### src/rtl/decode_stage_if.sv
// Fetch-to-execute bundle around the RV32I decode stage: fetch offers instructions,
// execute consumes decoded entries, and flush travels with the fetch side.
interface decode_stage_if #(
  parameter int XLEN            = 32,
  parameter int ALU_FUNCT_WIDTH = 4
);
  logic                       flush;
  logic                       in_valid;
  logic                       in_ready;
  logic [31:0]                in_instr;
  logic [XLEN-1:0]            in_pc;
  logic                       ctrl_override;

  logic                       out_valid;
  logic                       out_ready;
  logic [XLEN-1:0]            out_pc;
  logic [ALU_FUNCT_WIDTH-1:0] alu_funct;
  logic [4:0]                 rs1;
  logic [4:0]                 rs2;
  logic [4:0]                 rd;
  logic [XLEN-1:0]            immed;
  logic                       use_imm;
  logic                       rd_we;
  logic                       illegal;

  // master drives instructions in and consumes results; slave is the decode stage
  modport master (
    output flush, in_valid, in_instr, in_pc, ctrl_override, out_ready,
    input  in_ready, out_valid, out_pc, alu_funct, rs1, rs2, rd, immed,
           use_imm, rd_we, illegal
  );

  modport slave (
    input  flush, in_valid, in_instr, in_pc, ctrl_override, out_ready,
    output in_ready, out_valid, out_pc, alu_funct, rs1, rs2, rd, immed,
           use_imm, rd_we, illegal
  );
endinterface

### src/rtl/decode_stage.sv
// Registered RV32I decode stage: combinational decode of the offered word, captured
// into a two-entry skid buffer so execute back-pressure never reaches fetch combinationally.
module decode_stage #(
  parameter int XLEN            = 32,
  parameter int ALU_FUNCT_WIDTH = 4
) (
  input logic           clk,
  input logic           rst,
  decode_stage_if.slave bus
);

  localparam logic [ALU_FUNCT_WIDTH-1:0] ALU_ADD  = ALU_FUNCT_WIDTH'(0);
  localparam logic [ALU_FUNCT_WIDTH-1:0] ALU_SUB  = ALU_FUNCT_WIDTH'(1);
  localparam logic [ALU_FUNCT_WIDTH-1:0] ALU_SLL  = ALU_FUNCT_WIDTH'(2);
  localparam logic [ALU_FUNCT_WIDTH-1:0] ALU_SLT  = ALU_FUNCT_WIDTH'(3);
  localparam logic [ALU_FUNCT_WIDTH-1:0] ALU_SLTU = ALU_FUNCT_WIDTH'(4);
  localparam logic [ALU_FUNCT_WIDTH-1:0] ALU_XOR  = ALU_FUNCT_WIDTH'(5);
  localparam logic [ALU_FUNCT_WIDTH-1:0] ALU_SRL  = ALU_FUNCT_WIDTH'(6);
  localparam logic [ALU_FUNCT_WIDTH-1:0] ALU_SRA  = ALU_FUNCT_WIDTH'(7);
  localparam logic [ALU_FUNCT_WIDTH-1:0] ALU_OR   = ALU_FUNCT_WIDTH'(8);
  localparam logic [ALU_FUNCT_WIDTH-1:0] ALU_AND  = ALU_FUNCT_WIDTH'(9);

  localparam logic [6:0] OPC_OP_IMM = 7'b0010011;
  localparam logic [6:0] OPC_OP     = 7'b0110011;
  localparam logic [6:0] OPC_LOAD   = 7'b0000011;
  localparam logic [6:0] OPC_STORE  = 7'b0100011;
  localparam logic [6:0] OPC_BRANCH = 7'b1100011;
  localparam logic [6:0] OPC_LUI    = 7'b0110111;
  localparam logic [6:0] OPC_AUIPC  = 7'b0010111;
  localparam logic [6:0] OPC_JAL    = 7'b1101111;
  localparam logic [6:0] OPC_JALR   = 7'b1100111;

  localparam logic [6:0] F7_BASE = 7'b0000000;
  localparam logic [6:0] F7_ALT  = 7'b0100000;

  typedef struct packed {
    logic [XLEN-1:0]            pc;
    logic [ALU_FUNCT_WIDTH-1:0] alu;
    logic [4:0]                 rs1;
    logic [4:0]                 rs2;
    logic [4:0]                 rd;
    logic [XLEN-1:0]            immed;
    logic                       use_imm;
    logic                       rd_we;
    logic                       illegal;
  } entry_t;

  function automatic logic [ALU_FUNCT_WIDTH-1:0] base_op(input logic [2:0] f3);
    case (f3)
      3'b000:  base_op = ALU_ADD;
      3'b001:  base_op = ALU_SLL;
      3'b010:  base_op = ALU_SLT;
      3'b011:  base_op = ALU_SLTU;
      3'b100:  base_op = ALU_XOR;
      3'b101:  base_op = ALU_SRL;
      3'b110:  base_op = ALU_OR;
      default: base_op = ALU_AND;
    endcase
  endfunction

  logic [6:0]                 opcode;
  logic [2:0]                 funct3;
  logic [6:0]                 funct7;
  logic [ALU_FUNCT_WIDTH-1:0] alu_sel;
  logic                       is_arith;
  logic                       bad_enc;
  logic                       use_imm;
  logic                       writes;
  logic [XLEN-1:0]            imm;
  entry_t                     dec;

  always_comb begin
    opcode   = bus.in_instr[6:0];
    funct3   = bus.in_instr[14:12];
    funct7   = bus.in_instr[31:25];
    alu_sel  = ALU_ADD;
    is_arith = 1'b0;
    bad_enc  = 1'b0;
    use_imm  = 1'b1;
    writes   = 1'b1;
    imm      = '0;
    case (opcode)
      OPC_OP_IMM: begin
        is_arith = 1'b1;
        imm      = XLEN'($signed(bus.in_instr[31:20]));
        case (funct3)
          3'b001: begin
            imm     = XLEN'(bus.in_instr[24:20]);
            alu_sel = ALU_SLL;
            bad_enc = (funct7 != F7_BASE);
          end
          3'b101: begin
            imm = XLEN'(bus.in_instr[24:20]);
            if (funct7 == F7_BASE)     alu_sel = ALU_SRL;
            else if (funct7 == F7_ALT) alu_sel = ALU_SRA;
            else                       bad_enc = 1'b1;
          end
          default: alu_sel = base_op(funct3);
        endcase
      end
      OPC_OP: begin
        is_arith = 1'b1;
        use_imm  = 1'b0;
        if (funct7 == F7_BASE)                        alu_sel = base_op(funct3);
        else if (funct7 == F7_ALT && funct3 == 3'b000) alu_sel = ALU_SUB;
        else if (funct7 == F7_ALT && funct3 == 3'b101) alu_sel = ALU_SRA;
        else                                          bad_enc = 1'b1;
      end
      OPC_LOAD, OPC_JALR: imm = XLEN'($signed(bus.in_instr[31:20]));
      OPC_STORE: begin
        imm    = XLEN'($signed({bus.in_instr[31:25], bus.in_instr[11:7]}));
        writes = 1'b0;
      end
      OPC_BRANCH: begin
        imm     = XLEN'($signed({bus.in_instr[31], bus.in_instr[7], bus.in_instr[30:25],
                                 bus.in_instr[11:8], 1'b0}));
        use_imm = 1'b0;
        writes  = 1'b0;
      end
      OPC_LUI, OPC_AUIPC: imm = XLEN'($signed({bus.in_instr[31:12], 12'b0}));
      OPC_JAL: imm = XLEN'($signed({bus.in_instr[31], bus.in_instr[19:12], bus.in_instr[20],
                                    bus.in_instr[30:21], 1'b0}));
      default: bad_enc = 1'b1;
    endcase

    // Illegal words still travel down the pipe, but as a harmless non-writing ADD
    dec.pc      = bus.in_pc;
    dec.rs1     = bus.in_instr[19:15];
    dec.rs2     = bus.in_instr[24:20];
    dec.rd      = bus.in_instr[11:7];
    dec.illegal = bad_enc;
    dec.alu     = (is_arith && !bus.ctrl_override && !bad_enc) ? alu_sel : ALU_ADD;
    dec.immed   = bad_enc ? '0 : imm;
    dec.use_imm = use_imm;
    dec.rd_we   = writes && !bad_enc && (bus.in_instr[11:7] != 5'd0);
  end

  // Handshake: a transfer happens on a rising edge where valid && ready on that side.
  // Producers hold valid and data until the transfer; in_ready is driven only by the
  // registered skid state and flush, so it never depends on out_ready.
  entry_t main_q, main_d, skid_q, skid_d;
  logic   main_valid_q, main_valid_d, skid_valid_q, skid_valid_d;
  logic   accept, consume;

  assign bus.in_ready = !skid_valid_q && !bus.flush;
  assign accept       = bus.in_valid && bus.in_ready;
  assign consume      = main_valid_q && bus.out_ready;

  always_comb begin
    main_d       = main_q;
    skid_d       = skid_q;
    main_valid_d = main_valid_q;
    skid_valid_d = skid_valid_q;
    if (bus.flush) begin
      main_valid_d = 1'b0;
      skid_valid_d = 1'b0;
    end else if (consume || !main_valid_q) begin
      // Skid is only ever valid while main is, and accept is blocked while skid is full
      if (skid_valid_q) begin
        main_d       = skid_q;
        main_valid_d = 1'b1;
        skid_valid_d = 1'b0;
      end else if (accept) begin
        main_d       = dec;
        main_valid_d = 1'b1;
      end else begin
        main_valid_d = 1'b0;
      end
    end else if (accept) begin
      skid_d       = dec;
      skid_valid_d = 1'b1;
    end
  end

  always_ff @(posedge clk) begin
    if (rst) begin
      main_q       <= '0;
      skid_q       <= '0;
      main_valid_q <= 1'b0;
      skid_valid_q <= 1'b0;
    end else begin
      main_q       <= main_d;
      skid_q       <= skid_d;
      main_valid_q <= main_valid_d;
      skid_valid_q <= skid_valid_d;
    end
  end

  assign bus.out_valid = main_valid_q;
  assign bus.out_pc    = main_q.pc;
  assign bus.alu_funct = main_q.alu;
  assign bus.rs1       = main_q.rs1;
  assign bus.rs2       = main_q.rs2;
  assign bus.rd        = main_q.rd;
  assign bus.immed     = main_q.immed;
  assign bus.use_imm   = main_q.use_imm;
  assign bus.rd_we     = main_q.rd_we;
  assign bus.illegal   = main_q.illegal;

endmodule

### src/flat_wrapper.sv
// flat-port wrapper written by rule: the top's interface ports become plain ports
module decode_stage_flat 
#(
  parameter int XLEN            = 32,
  parameter int ALU_FUNCT_WIDTH = 4
)
  (clk, rst, bus_flush, bus_in_valid, bus_in_instr, bus_in_pc, bus_ctrl_override, bus_out_ready, bus_in_ready, bus_out_valid, bus_out_pc, bus_alu_funct, bus_rs1, bus_rs2, bus_rd, bus_immed, bus_use_imm, bus_rd_we, bus_illegal);
  decode_stage_if #(.XLEN(XLEN), .ALU_FUNCT_WIDTH(ALU_FUNCT_WIDTH)) bus_i ();
  input logic clk;
  input logic rst;
  input wire logic [$bits(bus_i.flush)-1:0] bus_flush;
  input wire logic [$bits(bus_i.in_valid)-1:0] bus_in_valid;
  input wire logic [$bits(bus_i.in_instr)-1:0] bus_in_instr;
  input wire logic [$bits(bus_i.in_pc)-1:0] bus_in_pc;
  input wire logic [$bits(bus_i.ctrl_override)-1:0] bus_ctrl_override;
  input wire logic [$bits(bus_i.out_ready)-1:0] bus_out_ready;
  output wire logic [$bits(bus_i.in_ready)-1:0] bus_in_ready;
  output wire logic [$bits(bus_i.out_valid)-1:0] bus_out_valid;
  output wire logic [$bits(bus_i.out_pc)-1:0] bus_out_pc;
  output wire logic [$bits(bus_i.alu_funct)-1:0] bus_alu_funct;
  output wire logic [$bits(bus_i.rs1)-1:0] bus_rs1;
  output wire logic [$bits(bus_i.rs2)-1:0] bus_rs2;
  output wire logic [$bits(bus_i.rd)-1:0] bus_rd;
  output wire logic [$bits(bus_i.immed)-1:0] bus_immed;
  output wire logic [$bits(bus_i.use_imm)-1:0] bus_use_imm;
  output wire logic [$bits(bus_i.rd_we)-1:0] bus_rd_we;
  output wire logic [$bits(bus_i.illegal)-1:0] bus_illegal;
  assign bus_i.flush = bus_flush;
  assign bus_i.in_valid = bus_in_valid;
  assign bus_i.in_instr = bus_in_instr;
  assign bus_i.in_pc = bus_in_pc;
  assign bus_i.ctrl_override = bus_ctrl_override;
  assign bus_i.out_ready = bus_out_ready;
  assign bus_in_ready = bus_i.in_ready;
  assign bus_out_valid = bus_i.out_valid;
  assign bus_out_pc = bus_i.out_pc;
  assign bus_alu_funct = bus_i.alu_funct;
  assign bus_rs1 = bus_i.rs1;
  assign bus_rs2 = bus_i.rs2;
  assign bus_rd = bus_i.rd;
  assign bus_immed = bus_i.immed;
  assign bus_use_imm = bus_i.use_imm;
  assign bus_rd_we = bus_i.rd_we;
  assign bus_illegal = bus_i.illegal;
  decode_stage #(.XLEN(XLEN), .ALU_FUNCT_WIDTH(ALU_FUNCT_WIDTH)) u_core (.clk(clk), .rst(rst), .bus(bus_i));
endmodule
### config.mk
export PLATFORM = sky130hd
export DESIGN_NAME = decode_stage_flat
export DESIGN_NICKNAME = d
export VERILOG_FILES = /design/src/rtl/decode_stage_if.sv /design/src/rtl/decode_stage.sv /design/src/flat_wrapper.sv
export SDC_FILE = /design/constraint.sdc
export NUM_CORES = 1
export LEC_CHECK = 0
export BUFFER_PORTS_ARGS = -buffer_cell sky130_fd_sc_hd__clkbuf_2
export CAP_MARGIN = 40
export CORE_ASPECT_RATIO = 0.5
export CORE_MARGIN = 1.5
export CORE_UTILIZATION = 46
export DETAILED_ROUTE_END_ITERATION = 7
export PLACE_DENSITY = 0.69
export SETUP_SLACK_MARGIN = 0.2
export SYNTH_ARGS = -nofsm -noshare
export SYNTH_HDL_FRONTEND = slang
export SYNTH_SLANG_ARGS = --single-unit
### constraint.sdc
create_clock -name clk -period 2.89 [get_ports clk]
set_input_delay 0.289 -clock clk [delete_from_list [all_inputs] [get_ports clk]]
set_output_delay 0.289 -clock clk [all_outputs]
set_load 0.005 [all_outputs]
; Yosys cells after proc, flatten, opt, wreduce, memory -nomap -nowiden
; Index checks and enable logic that the tools add are counted.
[totals]
mem_bits_ro = 0
output_inout_bits = 88
inputBits = 70
n_memories = 0
word_cells = 96
ramBits = 0
ff_bits = 174
latch_bits = 0
[op_classes]
addsub = 0
mul = 0
order_cmp = 0
n_eq_ne = 16
n_bitwise = 2
mux = 27
n_shift = 0
reduce_logical = 31
div = 0
[ops]
columns = operator, count
row1 = $pmux W32 S6, 1
row2 = $mux W86, 2
row3 = $mux W32, 2
row4 = $eq A7 B6 Y1 const B, 4
row5 = $pmux W4 S7, 1
row6 = $eq A7 B7 Y1 const B, 3
row7 = $pmux W4 S5, 1
row8 = $mux W4, 4
row9 = $pmux W4 S2, 2
row10 = $eq A7 B5 Y1 const B, 2
row11 = $reduce_or A2 Y1, 7
row12 = $mux W1, 10
row13 = $eq A3 B3 Y1 const B, 3
row14 = $logic_and A1 B1 Y1, 9
row15 = $eq A7 B2 Y1 const B, 1
row16 = $logic_not A7 Y1, 1
row17 = $reduce_bool A7 Y1, 1
row18 = $reduce_or A7 Y1, 1
row19 = $eq A3 B2 Y1 const B, 2
row20 = $mux W3, 2
row21 = $reduce_and A3 Y1, 2
row22 = $logic_not A1 Y1, 5
row23 = $reduce_bool A5 Y1, 1
row24 = $eq A3 B1 Y1 const B, 1
row25 = other kinds (7), 8

; Logic depth before layout (Yosys ltp)
; Gate-level depths: netlist of run 1.
[depth]
depth_word = 11
mapped_depth = 8

; Worst setup path after synthesis of run 1
; Ideal clock, no wire load.
[synth_path]
path_type = input port to flip-flop
from = in bus_in_instr[3]
to = reg u_core.skid_q[23] in the netlist's numbering
slack_ps = 1327
arrival_ps = 1475
setup_time_ps = 88
required_time_ps = 2802
stages = 6
path_cell_list = buf_6 -> nor2_1 -> o22ai_2 -> or3_1 -> buf_2 -> a311oi_2
[synth_between]
elab_chain_cells = 4
word_cells_on_any_way = 15
[synth_lines]
columns = element, line
row1 = from (decl), flat_wrapper.sv:13  ; input wire logic [$bits(bus_i.in_instr)-1:0] bus_in_instr;
row2 = $eq A7 B2 Y1 (tied with other cells), decode_stage.sv:82  ; case (opcode)
row3 = $reduce_or A7 Y1 (no line) / $reduce_or A2 Y1 (equally long branches), -
row4 = $pmux W1 S3 / $pmux W32 S6 (equally long branches), decode_stage.sv:82
row5 = $mux W32 *, decode_stage.sv:133  ; dec.immed = bad_enc ? '0 : imm;
row6 = to (signal assigned), decode_stage.sv:183  ; skid_q <= skid_d;
row7 = to (decl), decode_stage.sv:141  ; entry_t main_q, main_d, skid_q, skid_d;
; Mark *: on every way between the ends. The rest lies on a longest branch, timed or not.
; A chain may end at the register's enable or synchronous reset.

; Worst setup path after layout of run 1
[layout_path]
from = reg u_core.main_valid_q (netlist: u_core.bus.out_valid)
to = reg u_core.skid_q[9] in the netlist's numbering
[layout_between]
elab_chain_cells = 4
word_cells_on_any_way = 5
[layout_lines]
columns = element, line
row1 = from (decl), decode_stage.sv:142  ; logic main_valid_q, main_valid_d, skid_valid_q, skid_valid_d;
row2 = from (signal assigned), decode_stage.sv:184  ; main_valid_q <= main_valid_d;
row3 = $logic_and A1 B1 Y1 / $logic_not A1 Y1 (equally long branches), "decode_stage.sv:147, decode_stage.sv:157"
row4 = $logic_or A1 B1 Y1 *, decode_stage.sv:157  ; end else if (consume || !main_valid_q) begin
row5 = $not A1 Y1 (no line) *, -
row6 = $reduce_and A3 Y1 (no line) *, -
; Marks and branches as above.

==> results, run 1 <==
- In this run the worst path has a maximum fanout of 14.
- For this run, asynchronously set or reset flops after synthesis account for 0%.
- The category of the worst setup path capture point is a register.
- The count of yosys warnings during synthesis is 0.
- For this run, the register share of the synthesized area comes to 44.8%.
- Measured against its own limit, the worst slew margin works out to 49.6%.
- The clock tree skew after final layout is 0.0118 ns.
- The synthesis-to-finish area growth is 18.3%.
- Pin placement for this block handled 158 I/O pins.
- Summed over its instances, the top area cell type makes up 44.8% of the synthesized netlist area.
- Setup repair after global routing left no endpoint under its margin.
- The post-CTS clock slew at the launch and capture registers of the worst setup and hold paths is 0.07 ns.
- The worst path uses 74.2% of the clock period.
- The worst endpoint data arrival time is 2.51 ns.
- After synthesis, the netlist uses 71 different library cells.
- Per report_power, the sequential group accounts for 47.0% of the total.
- The number of global-route vias before repair is 6256.
- Summed over all failing endpoints, the final setup total negative slack is 0 ns.
- Combinational logic is responsible for 9.2% of the overall power.
- The number of buffers created by CTS is 17.
- Power spread over the standard cell area amounts to 577 nW/um^2.
- The clock network is responsible for 43.7% of the overall power.
- For this run the aggregate overflow at the end of global routing stands at 0.
- The count of state elements after synthesis is 174.
- For the worst-skew pair, the clock arrives at the later sink with an insertion delay of 0.43 ns.
- In this run the clock root is driven by a sky130_fd_sc_hd__clkbuf_16.
- The floorplan step defined a die boundary enclosing 17700 sq um.
- In the final layout, the multi-input gates occupy 3900 sq um.
- The worst register-to-register path begins at u_core.bus.out_valid.
- The width of the die is 187 um.
- Gates resized during post-CTS repair numbered 0.
- Before antenna repair, the detailed router went through 7 iterations.
- Once detail routing completed, the nets flagged for antenna violations numbered 0.
- The type of the setup path with the least slack is reg2reg.
- The highest-delay cell along the critical path is sky130_fd_sc_hd__nor4_2.
- The leakage power of the design is 3.33 nW.
- The worst hold path terminates at u_core.skid_q[57].
- TritonCTS built the clock tree.
- The number of buffer and inverter stages on the critical path is 0.
- The internal power consumption is 3.92 mW.
- The routed design could run at a clock period as short as 2.14 ns.
- After detailed routing, the number of remaining DRC violations is 0.
- The start point of the critical path is u_core.bus.out_valid.
- The prevailing post-synth register cell is sky130_fd_sc_hd__dfxtp_1.
- The number of setup buffers added after CTS is 0.
- The number of cells on the worst reg-to-reg path is 5.
- In this design, the stage delay of the slowest critical-path cell is 0.73 ns.
- Total power for the finished layout comes to 5.31 mW.
- A synthesized cell averages 8.72 sq um.
- Global routing consumed, over all layers together, 22.9% of the routing resources.
- The hold violation total from the final report was 0.
- Sorting the synthesized cells by area gives the leading types as sky130_fd_sc_hd__dfxtp_1, sky130_fd_sc_hd__nand2_1, sky130_fd_sc_hd__a211oi_1.
- Net switching is 26.2% of the power.
- Across the run, the number of max-cap violations was 0.
- The signal on the critical path passes through nor2b_2 -> nand3_2 -> nor4_2 -> a22oi_1 -> nor2_1.
- The overall routed net length is 20.2 mm.
- The number of placement rows is 33.
- Routability-driven placement finished with a final weighted congestion of 0.822.
- The total area inside the core boundary comes to 16500 sq um.
- Timing would allow up to 466 MHz.
- The number of hold-repair buffers added at the cts stage is 0.
- The sequential cells in the finished layout cover a total of 3490 sq um.
- The cell count after synthesis is 892.
- The family with the most delay on the worst path is simple AND/OR/NAND/NOR gates.
- The effective utilization at floorplan is 47.2%.
- The analysis attributes to net switching a power of 1.39 mW.
- The max-slew violation count is 0.
- The flow ran to the end, and the final reports show no timing, DRC or antenna violations.
- The HPWL after detailed placement is 13.5 mm.
- In this run the worst hold path is classified as in2reg.
- The layout filler cell count is 1534.
- The number of antenna violations at the first check in global routing came to 1.
- In this run the cell area of the synthesized design comes to 7780 sq um.
- The worst setup path is launched from a register.
- CTS saw 174 sinks.
- The actual transition at the worst max-transition pin is 0.756 ns.
- The level count of the clock H-tree is 4.
- Summed over all instances, the cell type with the most area after synthesis is sky130_fd_sc_hd__dfxtp_1.
- Setup slack on the worst reg-to-reg path comes out at 0.75 ns.
- The wire length of the first global-routing pass is 32.2 mm.
- The post-detailed-route wirelength per cell is 16.2 um.
- Setup violations remaining at the end of the flow were counted as 0.
- Yosys mapped a number of flops with a built-in enable equal to 0.
- The die is 95.0 um tall.
- In this run the critical register-to-register path is captured at u_core.skid_q[9].
- The worst hold path begins at bus_in_pc[3].
- The maximum clock path buffer count is 2.
- Entering global routing, the biggest net connects 114 pins.
- The total via count in the routed design is 7005.
- The total number of nets in the final design is 1072.
- In the routed layout, each cell is associated on average with a via count of 5.64.
- The number of I/O port buffers is 157.
- After the first detailed-routing iteration, the DRC count stood at 501.
- The count of cells along the worst hold path is 3.
- IR analysis of the VDD net gives a maximum drop of 446 uV.
- Data on the critical path is required at its endpoint by 3.26 ns.
- Synthesis produced a netlist with a net count of 962.
- The share of post-route cells with drive strength above 1 is 23.7%.
metal layers:
layer / GRT usage, % / routed length, um / up-vias
li1: - / - / 3456
met1: 31.3 / 9530 / 3294
met2: 35.5 / 9200 / 222
met3: 4.12 / 1040 / 33
met4: 10.9 / 402 / 0
met5: 0 / 0 / -
cells by family (layout without fill, tap and decap cells):
group	after synthesis	in the layout	synth area share [%]
compound gates	259	259	23.4
xor+xnor	2	2	0.225
buf+inv	82	205	5.37
flops	174	174	44.8
mux	48	48	6.18
other cells	0	1	0
simple gates	327	327	20.1
cells in the mapped netlist, types with 3 or more instances:
library cell	count
sky130_fd_sc_hd__nor2b_1	8
sky130_fd_sc_hd__o21ai_1	13
sky130_fd_sc_hd__nand4_1	9
sky130_fd_sc_hd__buf_1	5
sky130_fd_sc_hd__clkbuf_1	41
sky130_fd_sc_hd__nand3_1	8
sky130_fd_sc_hd__buf_2	21
sky130_fd_sc_hd__nand2_1	141
sky130_fd_sc_hd__buf_6	9
sky130_fd_sc_hd__mux2i_1	48
sky130_fd_sc_hd__o22ai_1	6
sky130_fd_sc_hd__dfxtp_1	174
sky130_fd_sc_hd__o21ai_0	18
sky130_fd_sc_hd__a22o_1	4
sky130_fd_sc_hd__nor3_1	3
sky130_fd_sc_hd__a311oi_2	6
sky130_fd_sc_hd__a211oi_1	67
sky130_fd_sc_hd__a21oi_1	79
sky130_fd_sc_hd__o211ai_1	3
sky130_fd_sc_hd__a22oi_1	11
sky130_fd_sc_hd__and3_1	16
sky130_fd_sc_hd__nor4_1	4
sky130_fd_sc_hd__and2_1	4
sky130_fd_sc_hd__nand2b_1	5
sky130_fd_sc_hd__a221oi_1	16
sky130_fd_sc_hd__nor2_1	97
sky130_fd_sc_hd__nor3_2	4
sky130_fd_sc_hd__o31ai_1	3
sky130_fd_sc_hd__nor2_2	4
sky130_fd_sc_hd__inv_1	3
sky130_fd_sc_hd__a32oi_1	4
sky130_fd_sc_hd__o2bb2ai_1	6
state kept, by name, summed over array words and instances (netlist names), 4 cells and up:
signal                flops
u_core.bus.rs2            5
u_core.bus.alu_funct      4
u_core.bus.rd             5
u_core.skid_q            86
u_core.bus.rs1            5
u_core.bus.out_pc        32
u_core.bus.immed         32
how the worst max path moves through the flow:
stage                     depth (start not counted)            endpoint
after global routing                              5    u_core.skid_q[9]
after floorplan                                   6   u_core.skid_q[23]
after global placement                            6  u_core.bus.illegal
after CTS                                         5    u_core.skid_q[9]
final                                             5    u_core.skid_q[9]
after detailed placement                          6  u_core.bus.illegal
through the flow:
step	instance area (sq um)	hold slack (ns)	util [%]	setup WS, ns	std cells
2_1_floorplan	7780	0.362	-	1.33	892
3_3_place_gp	8600	0.438	52.2	0.771	1210
3_5_place_dp	8600	0.443	52.2	0.690	1210
4_1_cts	9200	0.0692	55.9	0.688	1242
5_1_grt	9210	0.0778	55.9	0.556	1243
6_report	9210	0.0867	55.9	0.746	1243
final cells by class:
cell class                 instances  share of cell area [%]
multi-input combinational        636                    42.3
sequential                       174                    37.9
clock inverter                    14                    1.62
antenna                            1                  0.0272
inverter                           3                   0.122
tap                              227                    3.09
clock buffer                      18                    4.89
timing repair buffer             170                    10.0
power by group through the flow:
stage | combinational [mW] | clock (mW) | sequential, mW
3_3_place_gp | 0.480 | 0 | 2.55
5_1_grt | 0.543 | 2.46 | 2.51
2_1_floorplan | 0.283 | 0 | 2.56
6_report | 0.490 | 2.32 | 2.50
4_1_cts | 0.490 | 2.37 | 2.50
3_5_place_dp | 0.487 | 0 | 2.56
cell usage in the layout, fill, tap and decap left out, drive strengths merged, types with 8 or more instances in the layout:
cell type and instances:
nor4 8, mux2i 48, a22oi 12, nor2 101, nand3 9, dfxtp 174, nor3 8, nor2b 9
nand2 142, inv 9, clkbuf 174, buf 14, a21oi 81, a211oi 68, and3 16, a221oi 16
nand4 9, o21ai 31
worst register-to-register path, delay by kind of cell (launching register included):
| family | cells | cell delay (ns) |
|---|---|---|
| flip-flops | 1 | 0.35 |
| AND/OR/NAND/NOR | 4 | 1.59 |
| AO/OA/AOI/OAI | 1 | 0.13 |
(Power assumes the default switching activity.)
==> run 2: changes to the inputs <==
--- a/config.mk
+++ b/config.mk
@@ -11,7 +11,7 @@
 export CORE_MARGIN = 1.5
 export CORE_UTILIZATION = 46
 export DETAILED_ROUTE_END_ITERATION = 7
-export PLACE_DENSITY = 0.69
+export PLACE_DENSITY = 0.71
 export SETUP_SLACK_MARGIN = 0.2
 export SYNTH_ARGS = -nofsm -noshare
 export SYNTH_HDL_FRONTEND = slang
==> constraint.sdc (replaced) <==
create_clock -name clk -period 1.8 [get_ports clk]
set_input_delay 0.18 -clock clk [delete_from_list [all_inputs] [get_ports clk]]
set_output_delay 0.18 -clock clk [all_outputs]
set_load 0.005 [all_outputs]
==> results, run 2 (synthesized netlist as in run 1, its figures left out) <==
- The run finished with clean final reports.
- The clock tree skew after final layout is 0.00962 ns.
- The antenna cell count is 0.
- The final critical-path required period is 1.61 ns.
- The top register by number of flip-flops is u_core.skid_q.
- The worst setup path is launched from a register.
- The floorplan has 33 rows.
- The number of iterations in the first detailed-routing pass is 5.
- The met1 layer wirelength in the final routing is 10.2 mm.
- In this run, the number of DRC markers left after iteration 0 of detailed routing was 464.
- The final-report setup violation count is 0.
- The region available for standard cell placement spans 16500 sq um.
- The total via count in the routed design is 7354.
- In the routed design, unresolved DRC markers number 0.
- The first global-routing pass estimated 33.3 mm of wire.
- The final layout contains 1151 nets.
- The number of global-route vias before repair is 6568.
- The end point of the critical path is u_core.skid_q[45].
- The internal portion of the total power is 6.77 mW.
- Routability-driven placement finished with a final weighted congestion of 0.887.
- The number of buffers created by CTS is 17.
- In this run the deepest clock path goes through 2 buffers.
- For the pin with the worst max-slew slack, the measured transition is 0.804 ns.
- TritonCTS built the clock tree.
- The number of antenna violations at the first check in global routing is 0.
- Of the total power, registers draw 44.7%.
- The worst path required time is 2.15 ns.
- The final core area utilization is 62.5%.
- The die covers 17700 sq um.
- Derived from the worst setup path, the maximum achievable clock frequency is 619 MHz.
- The mean number of vias per cell is 5.57.
- Entering global routing, the biggest net connects 109 pins.
- The analysis attributes to cell leakage a power of 3.82 nW.
- Counting the fill cells in the layout gives 1409.
- The hold violation total from the final report is 0.
- Dividing the detail-routed wire length by the instance count gives 16.7 um.
- The cell sitting at the root of the clock tree is a sky130_fd_sc_hd__clkbuf_16.
- The top layer reached by signal wires is met4.
- The maximum fanout along the worst path is 25.
- The clock latency of the later-clocked register in the worst-skew pair is 0.42 ns.
- Detailed placement ended at an HPWL of 13.4 mm.
- In the layout the commonest cells are sky130_fd_sc_hd__dfxtp_1, sky130_fd_sc_hd__clkbuf_2, sky130_fd_sc_hd__nand2_1.
- The die boundary height is 95.0 um.
- The post-CTS clock slew at the launch and capture registers of the worst setup and hold paths is 0.07 ns.
- The wire length on met3 is 1.11 mm.
- The clock sink count is 174.
- The class of the most critical hold timing path is in2reg.
- In the final layout, the share of cells above drive strength 1 is 28.7%.
- For this configuration, the core starts out at a cell density of 47.2%.
- Measured along the x axis, the die boundary spans 187 um.
- The maximum vdd drop is 687 uV.
- For the worst setup path, the data arrival time is 1.96 ns.
- The worst pin sits at a relative slew slack of 46.4%.
- Input and output buffers added on the ports amount to 157.
- In this run the register-to-register setup slack is 0.19 ns.
- The setup path with the least slack is of type reg2reg.
- Global routing consumed, over all layers together, 23.6% of the routing resources.
- The worst hold slack after final layout is 0.0238 ns.
- The endpoint identified for the worst register-to-register timing path is u_core.skid_q[45].
- The detail route stage leaves a number of antenna-violating nets equal to 0.
- The count of boundary I/O pins is 158.
- Total power for the finished layout comes to 8.98 mW.
- The level count of the clock H-tree is 4.
- The final sum of negative setup slack is 0 ns.
- The overall routed net length is 22.0 mm.
- Tracing the worst setup path back leads to its startpoint at u_core.bus.out_valid.
- The part of the power in combinational logic is 11.2%.
- The library cell used most frequently in the layout, excluding fill and tap cells, is sky130_fd_sc_hd__dfxtp_1.
- Power spread over the standard cell area amounts to 872 nW/um^2.
- The max-slew violation count came to 0.
- The fraction of the cycle the final worst path needs is 89.7%.
- The remaining global-route overflow is 0.
- The relative contribution of the clock network to total power is 44.1%.
- The category of the worst setup path capture point is a register.
- The detailed-routed wire length on met2 is 10.3 mm.
- Summed over all nets, the switching power comes to 2.21 mW.
- Setup repair after global routing could not meet its margin everywhere.
- The worst register-to-register path has a depth of 6.
- The launch instance of the worst register-to-register path is u_core.bus.out_valid.
- The register with the most flip-flops in the layout has 86 of them.
- The setup slack of the critical path after layout is 0.185 ns.
- The tool flagged a number of max-cap violations equal to 0.
- From synthesis to final layout, the design area changed by 32.3%.
- The pre-CTS worst setup slack is 0.0347 ns.
- Net switching is 24.6% of the power.
==> run 2: cell types whose count changed in the layout (fill, tap and decap cells not counted), sizes merged <==
| cell | before | now |
|---|---|---|
| buf | 14 | 56 |
| inv | 9 | 5 |
| diode | 1 | 0 |
| bufinv | 1 | 4 |
| clkbuf | 174 | 181 |
| clkinvlp | 3 | 2 |
| dlygate4sd3 | 0 | 31 |
==> run 2: per-stage QoR <==
stage / std cells / instance area (sq um)
after global placement: 1242 / 8900
final: 1320 / 10300
after detailed placement: 1242 / 8900
after global routing: 1320 / 10300
after floorplan: 892 / 7780
after CTS: 1308 / 9920
==> run 2: area by class of cell <==
cell class	count	area, sq um	share of cell area, %
clock buffers	19	443	4.30
clock inverters	12	186	1.81
multi-input cells	636	4070	39.5
repair buffers	249	1810	17.6
well taps	227	284	2.76
flip-flops and latches	174	3490	33.9
inverters	3	11.3	0.109
==> run 2: critical path: stages, from the launching register on <==
cell and delay, ns:
sky130_fd_sc_hd__dfxtp_2 0.35, sky130_fd_sc_hd__nor2b_4 0.30, sky130_fd_sc_hd__and3_4 0.33, sky130_fd_sc_hd__buf_4 0.16
sky130_fd_sc_hd__clkbuf_16 0.20, sky130_fd_sc_hd__nand2_1 0.07, sky130_fd_sc_hd__a21oi_1 0.13
==> run 2: repair_timing <==
action	in CTS	in global routing
buffers inserted	3	6
endpoints found under the setup margin	80	86
endpoints found under the hold margin	31	0
gates resized for setup	5	39
hold buffers	31	0
cloned	1	6
pin swaps	1	14
==> run 2: worst min path at each step <==
stage / cells past startpoint / endpoint / slack (ns) / start
after floorplan: 1 / u_core.bus.out_valid / 0.25 / bus_flush
after global placement: 3 / u_core.skid_q[78] / 0.42 / bus_in_pc[24]
after detailed placement: 3 / u_core.skid_q[60] / 0.42 / bus_in_pc[6]
after global routing: 3 / u_core.skid_q[68] / 0.02 / bus_in_pc[14]
final: 3 / u_core.skid_q[68] / 0.02 / bus_in_pc[14]
after CTS: 3 / u_core.skid_q[68] / 0.009 / bus_in_pc[14]
==> run 2: metal layers <==
| metal | global-route usage (%) | vias to the layer above |
|---|---|---|
| met1 | 31.2 | 3494 |
| li1 | - | 3591 |
| met4 | 9.14 | 0 |
| met2 | 38.8 | 232 |
| met3 | 4.09 | 37 |
| met5 | 0 | - |
==> run 2: power groups by stage <==
stage	registers, mW	logic (mW)	clock network, mW
final	4.02	1.00	3.96
after global routing	4.03	1.09	4.19
after CTS	4.02	0.913	4.02
after detailed placement	4.10	0.830	0
after global placement	4.10	0.820	0
after floorplan	4.11	0.454	0
==> run 3: changes to the inputs <==
--- a/config.mk
+++ b/config.mk
@@ -7,11 +7,13 @@
 export LEC_CHECK = 0
 export BUFFER_PORTS_ARGS = -buffer_cell sky130_fd_sc_hd__clkbuf_2
 export CAP_MARGIN = 40
+export CELL_PAD_IN_SITES_DETAIL_PLACEMENT = 2
+export CELL_PAD_IN_SITES_GLOBAL_PLACEMENT = 2
 export CORE_ASPECT_RATIO = 0.5
 export CORE_MARGIN = 1.5
-export CORE_UTILIZATION = 46
+export CORE_UTILIZATION = 33
 export DETAILED_ROUTE_END_ITERATION = 7
-export PLACE_DENSITY = 0.71
+export PLACE_DENSITY_LB_ADDON = 0.1
 export SETUP_SLACK_MARGIN = 0.2
 export SYNTH_ARGS = -nofsm -noshare
 export SYNTH_HDL_FRONTEND = slang
==> constraint.sdc (replaced) <==
create_clock -name clk -period 1.6 [get_ports clk]
set_input_delay 0.16 -clock clk [delete_from_list [all_inputs] [get_ports clk]]
set_output_delay 0.16 -clock clk [all_outputs]
set_load 0.005 [all_outputs]
==> results, run 3 <==
- The first error in the log reads "[ERROR DPL-0033] detailed placement checks failed during check placement".
- The tree is rooted in a sky130_fd_sc_hd__clkbuf_16.
- The count of boundary I/O pins is 158.
- Measured along the y axis, the die boundary spans 112 um.
- After the last repair the worst path ends at a register data pin.
- The number of antenna violations at the first check in global routing is 1.
- At the end of routability-driven placement, the weighted congestion stood at 0.790.
- Of all flip-flops after synthesis, the portion carrying an async set or reset was 0%.
- During placement, the flow inserted port buffers numbering 157.
- By area the synthesized netlist is led by sky130_fd_sc_hd__dfxtp_1, sky130_fd_sc_hd__nand2_1, sky130_fd_sc_hd__a211oi_1.
- The maximum number of pins on one net before global-route repair is 100.
- In the global-route stage, repair_timing last flagged the worst endpoint as u_core.bus.immed[1]$_SDFFE_PP0P_/D.
- The number of buffers created by CTS is 17.
- The last stage reached is global routing.
- The number of synthesized flops with an enable pin is 0.
- The effective utilization at floorplan is 33.9%.
- The count of different cell masters after synthesis is 71.
- The count of yosys warnings during synthesis is 0.
- The sum of net half-perimeters after detailed placement is 19.5 mm.
- After synthesis, the most frequently instantiated cells are sky130_fd_sc_hd__dfxtp_1, sky130_fd_sc_hd__nand2_1, sky130_fd_sc_hd__nor2_1, sky130_fd_sc_hd__a21oi_1, sky130_fd_sc_hd__a211oi_1.
- The net count after synthesis is 962.
- In this run the mean area of a mapped cell was 8.72 sq um.
- In the synthesized netlist, the number of instances is 892.
- sky130_fd_sc_hd__dfxtp_1 takes more of the synthesized area than any other cell.
- The clock tree synthesis step divided the H-tree into 4 levels.
- CTS saw 174 sinks.
- The clock passes through at most 2 buffers.
- The count of state elements after synthesis is 174.
- The number of placement rows is 39.
- The library cell with the highest instance count after synthesis is sky130_fd_sc_hd__dfxtp_1.
- The floorplan step set the die width to 220 um.
- The sequential fraction of the synthesis area is 44.8%.
- The prevailing post-synth register cell is sky130_fd_sc_hd__dfxtp_1.
- The flow did not finish.
- The mapped netlist covers 7780 sq um.
- After synthesis, the largest area contributor takes up 44.8% of total cell area.
run 3: cell counts after synthesis:
No cell type changed its count.
run 3: cells by family after synthesis:
logic type	Yosys count	synth area share, %
AOI/OAI and AO/OA	259	23.4
xor gates and xnor gates	2	0.225
buffers and inverters	82	5.37
DFF	174	44.8
muxes	48	6.18
and+or+nand+nor	327	20.1
run 3: what timing repair did:
item | 4_1_cts
gates resized for setup | 142
cloned | 19
endpoints found under the setup margin | 172
hold buffers | 35
endpoints found under the hold margin | 35
buffers inserted | 31
pin swaps | 55
run 3: stage by stage:
step | instance area, sq um | hold slack, ns | util (%) | setup WS, ns | cells
floorplan | 7900 | 0.225 | - | 0.150 | 892
global placement | 9450 | 0.398 | 41.1 | -0.105 | 1369
detailed placement | 9450 | 0.408 | 41.1 | -0.168 | 1369
CTS | 11700 | 0.00310 | 51.0 | 0.0103 | 1485
==> run 4: changes to the inputs <==
==> config.mk (replaced) <==
export PLATFORM = sky130hd
export DESIGN_NAME = decode_stage_flat
export DESIGN_NICKNAME = d
export VERILOG_FILES = /design/src/rtl/decode_stage_if.sv /design/src/rtl/decode_stage.sv /design/src/flat_wrapper.sv
export SDC_FILE = /design/constraint.sdc
export NUM_CORES = 1
export LEC_CHECK = 0
export BUFFER_PORTS_ARGS = -buffer_cell sky130_fd_sc_hd__clkbuf_2
export CAP_MARGIN = 40
export CORE_MARGIN = 1.5
export CORE_UTILIZATION = 40
export DETAILED_ROUTE_END_ITERATION = 7
export PLACE_DENSITY_LB_ADDON = 0.15
export SYNTH_ARGS = -nofsm -noshare
export SYNTH_HDL_FRONTEND = slang
export SYNTH_SLANG_ARGS = --single-unit
==> results, run 4 (synthesized netlist as in run 1, its figures left out) <==
- The run finished with clean final reports.
- The number of iterations in the first detailed-routing pass is 5.
- The remaining global-route overflow is 0.
- The share of post-route cells with drive strength above 1 is 29.3%.
- Headroom to the max-slew limit came out at 44.5%.
- The type of the setup path with the least slack is reg2reg.
- Port buffering added 157 buffers.
- 0 antenna diodes ended up in the layout.
- The number of antenna violations at the first check in global routing is 0.
- The total power density per cell area is 919 nW/um^2.
- For this configuration, the core starts out at a cell density of 41.2%.
- In the final routed layout, each cell accounts on average for 16.4 um.
- Data on the critical path is required at its endpoint by 1.94 ns.
- The area of the die is 20300 sq um.
- The clock tree skew after final layout is 0.0106 ns.
- For the pin with the worst max-slew slack, the measured transition is 0.833 ns.
- 158 I/O pins were placed.
- The count of nets left with antenna violations once routing finished came out at 0.
- The cell family contributing the most delay on the critical path is simple AND/OR/NAND/NOR gates.
- In this run the deepest clock path goes through 2 buffers.
- The post-route total power is 9.61 mW.
- The number of remaining DRC errors is 0.
- The mean number of vias per cell is 5.27.
- The number of global-route vias before repair is 6910.
- The worst hold slack after final layout is 0.0264 ns.
- The maximum fanout along the worst path is 12.
- After layout, the minimum clock period comes to 1.55 ns.
- The maximum vdd drop is 731 uV.
- The hold violation total from the final report is 0.
- The width of the die is 142 um.
- The launch instance of the worst register-to-register path is u_core.bus.out_valid.
- CTS built an H-tree with a depth of 4.
- The leakage power of the design is 3.97 nW.
- Setup repair after global routing could not meet its margin everywhere.
- The number of DRC violations after detailed-routing iteration 0 is 334.
- The number of maximum-capacitance violations is 0.
- The die is 142 um tall.
- The signal on the critical path passes through nor2b_4 -> buf_4 -> and3_4 -> buf_4 -> nor2_1 -> a311oi_2.
- The detailed router placed 7384 vias in this run.
- For this run, the top clock speed supported by timing is 646 MHz.
- Setup violations remaining at the end of the flow were counted as 0.
- The floorplan has 50 rows.
- The post-CTS clock slew at the launch and capture registers of the worst setup and hold paths is 0.07 ns.
- The number of flip-flops under the largest register name is 86.
- The clock sink count is 174.
- The start point of the critical path is u_core.bus.out_valid.
- At the end of routability-driven placement, the weighted congestion stood at 0.892.
- The maximum number of pins on one net before global-route repair is 76.
- Ranked by flip-flop count, first place goes to u_core.skid_q.
- The worst endpoint data arrival time is 1.89 ns.
- The overall fraction of global-route tracks in use is 22.6%.
- TritonCTS built the clock tree.
- Clock tree synthesis selected as its root buffer the cell sky130_fd_sc_hd__clkbuf_16.
- The max-slew violation count is 0.
- The highest-delay cell along the critical path is sky130_fd_sc_hd__dfxtp_1.
- The synthesis-to-finish area growth is 34.4%.
- The category of the worst setup path capture point is a register.
- The final core area utilization is 55.3%.
- For the worst-skew pair, the clock arrives at the later sink with an insertion delay of 0.44 ns.
- The core area is 18900 sq um.
- The source of the worst hold timing path is bus_in_instr[18].
- Leaving out fill and tap cells, the most frequent cell in the layout is sky130_fd_sc_hd__dfxtp_1.
- Counting stages on the worst path, the most repeated cell is sky130_fd_sc_hd__buf_4.
- The final critical path takes up 96.8% of the cycle.
- The sum of net half-perimeters after detailed placement is 15.8 mm.
- The first global-routing pass estimated 35.8 mm of wire.
- The top cell types in the final layout, fill and taps aside, are sky130_fd_sc_hd__dfxtp_1, sky130_fd_sc_hd__clkbuf_2, sky130_fd_sc_hd__nand2_1.
- The critical path startpoint category is a register.
- The total number of nets in the final design is 1198.
- The routed design has 23.0 mm of wire.
- The number of buffer and inverter stages on the critical path is 2.
- The worst hold path belongs to the class in2reg.
- The biggest cell delay along the critical path is 0.33 ns.
- Clock tree synthesis inserted a total of 17 buffers.
==> run 4: per-stage QoR <==
| stage | setup WS (ns) | area (sq um) | TNS, ns | std cells |
|---|---|---|---|---|
| 6_report | 0.0508 | 10500 | 0 | 1401 |
| 5_1_grt | -0.0459 | 10500 | -0.778 | 1401 |
| 4_1_cts | 0.0400 | 10300 | 0 | 1396 |
| 3_5_place_dp | -0.0847 | 9380 | -1.22 | 1329 |
| 3_3_place_gp | -0.0431 | 9380 | -0.439 | 1329 |
| 2_1_floorplan | 0.0556 | 7780 | 0 | 892 |
==> run 4: final timing paths <==
kind	to	slack [ns]	cells after the start
max	u_core.skid_q[23]	0.05	6
min	u_core.skid_q[48]	0.03	3
max reg2reg	u_core.skid_q[23]	0.05	6
min reg2reg	u_core.skid_q[52]	0.45	2
==> run 4: timing repair <==
item | in CTS | in global routing
setup endpoints to repair | 37 | 84
buffers inserted | 0 | 3
gates resized for setup | 5 | 16
hold buffers | 35 | 0
hold endpoints to repair | 35 | 0
pin swaps | 0 | 3
gates cloned | 0 | 2
==> run 4: routing by layer <==
layer,global-route usage [%],vias to the layer above,part of all wire (%)
met5,0,-,0
met4,10.2,0,3.2
met3,5.15,50,5.4
met2,35.8,199,46
met1,29.3,3447,45
li1,-,3688,-
==> run 4: worst reg2reg max path, stage by stage (launching register included) <==
cell and delay [ns]:
sky130_fd_sc_hd__dfxtp_1 0.33, sky130_fd_sc_hd__nor2b_4 0.20, sky130_fd_sc_hd__buf_4 0.15, sky130_fd_sc_hd__and3_4 0.26
sky130_fd_sc_hd__buf_4 0.23, sky130_fd_sc_hd__nor2_1 0.07, sky130_fd_sc_hd__a311oi_2 0.23
==> run 4: cell type report <==
cell class,instances,area [sq um]
fill,1795,8440
multi-input combinational,636,3950
sequential,174,3490
timing repair buffer,296,2130
clock buffer,19,433
tap,260,325
clock inverter,13,125
inverter,3,11.3
==> run 4: power breakdown <==
group          switching [mW]  internal, mW  total, mW
combinational           0.621         0.524       1.14
clock                    1.89          2.05       3.95
sequential             0.0680          4.45       4.52
total                    2.58          7.03       9.61
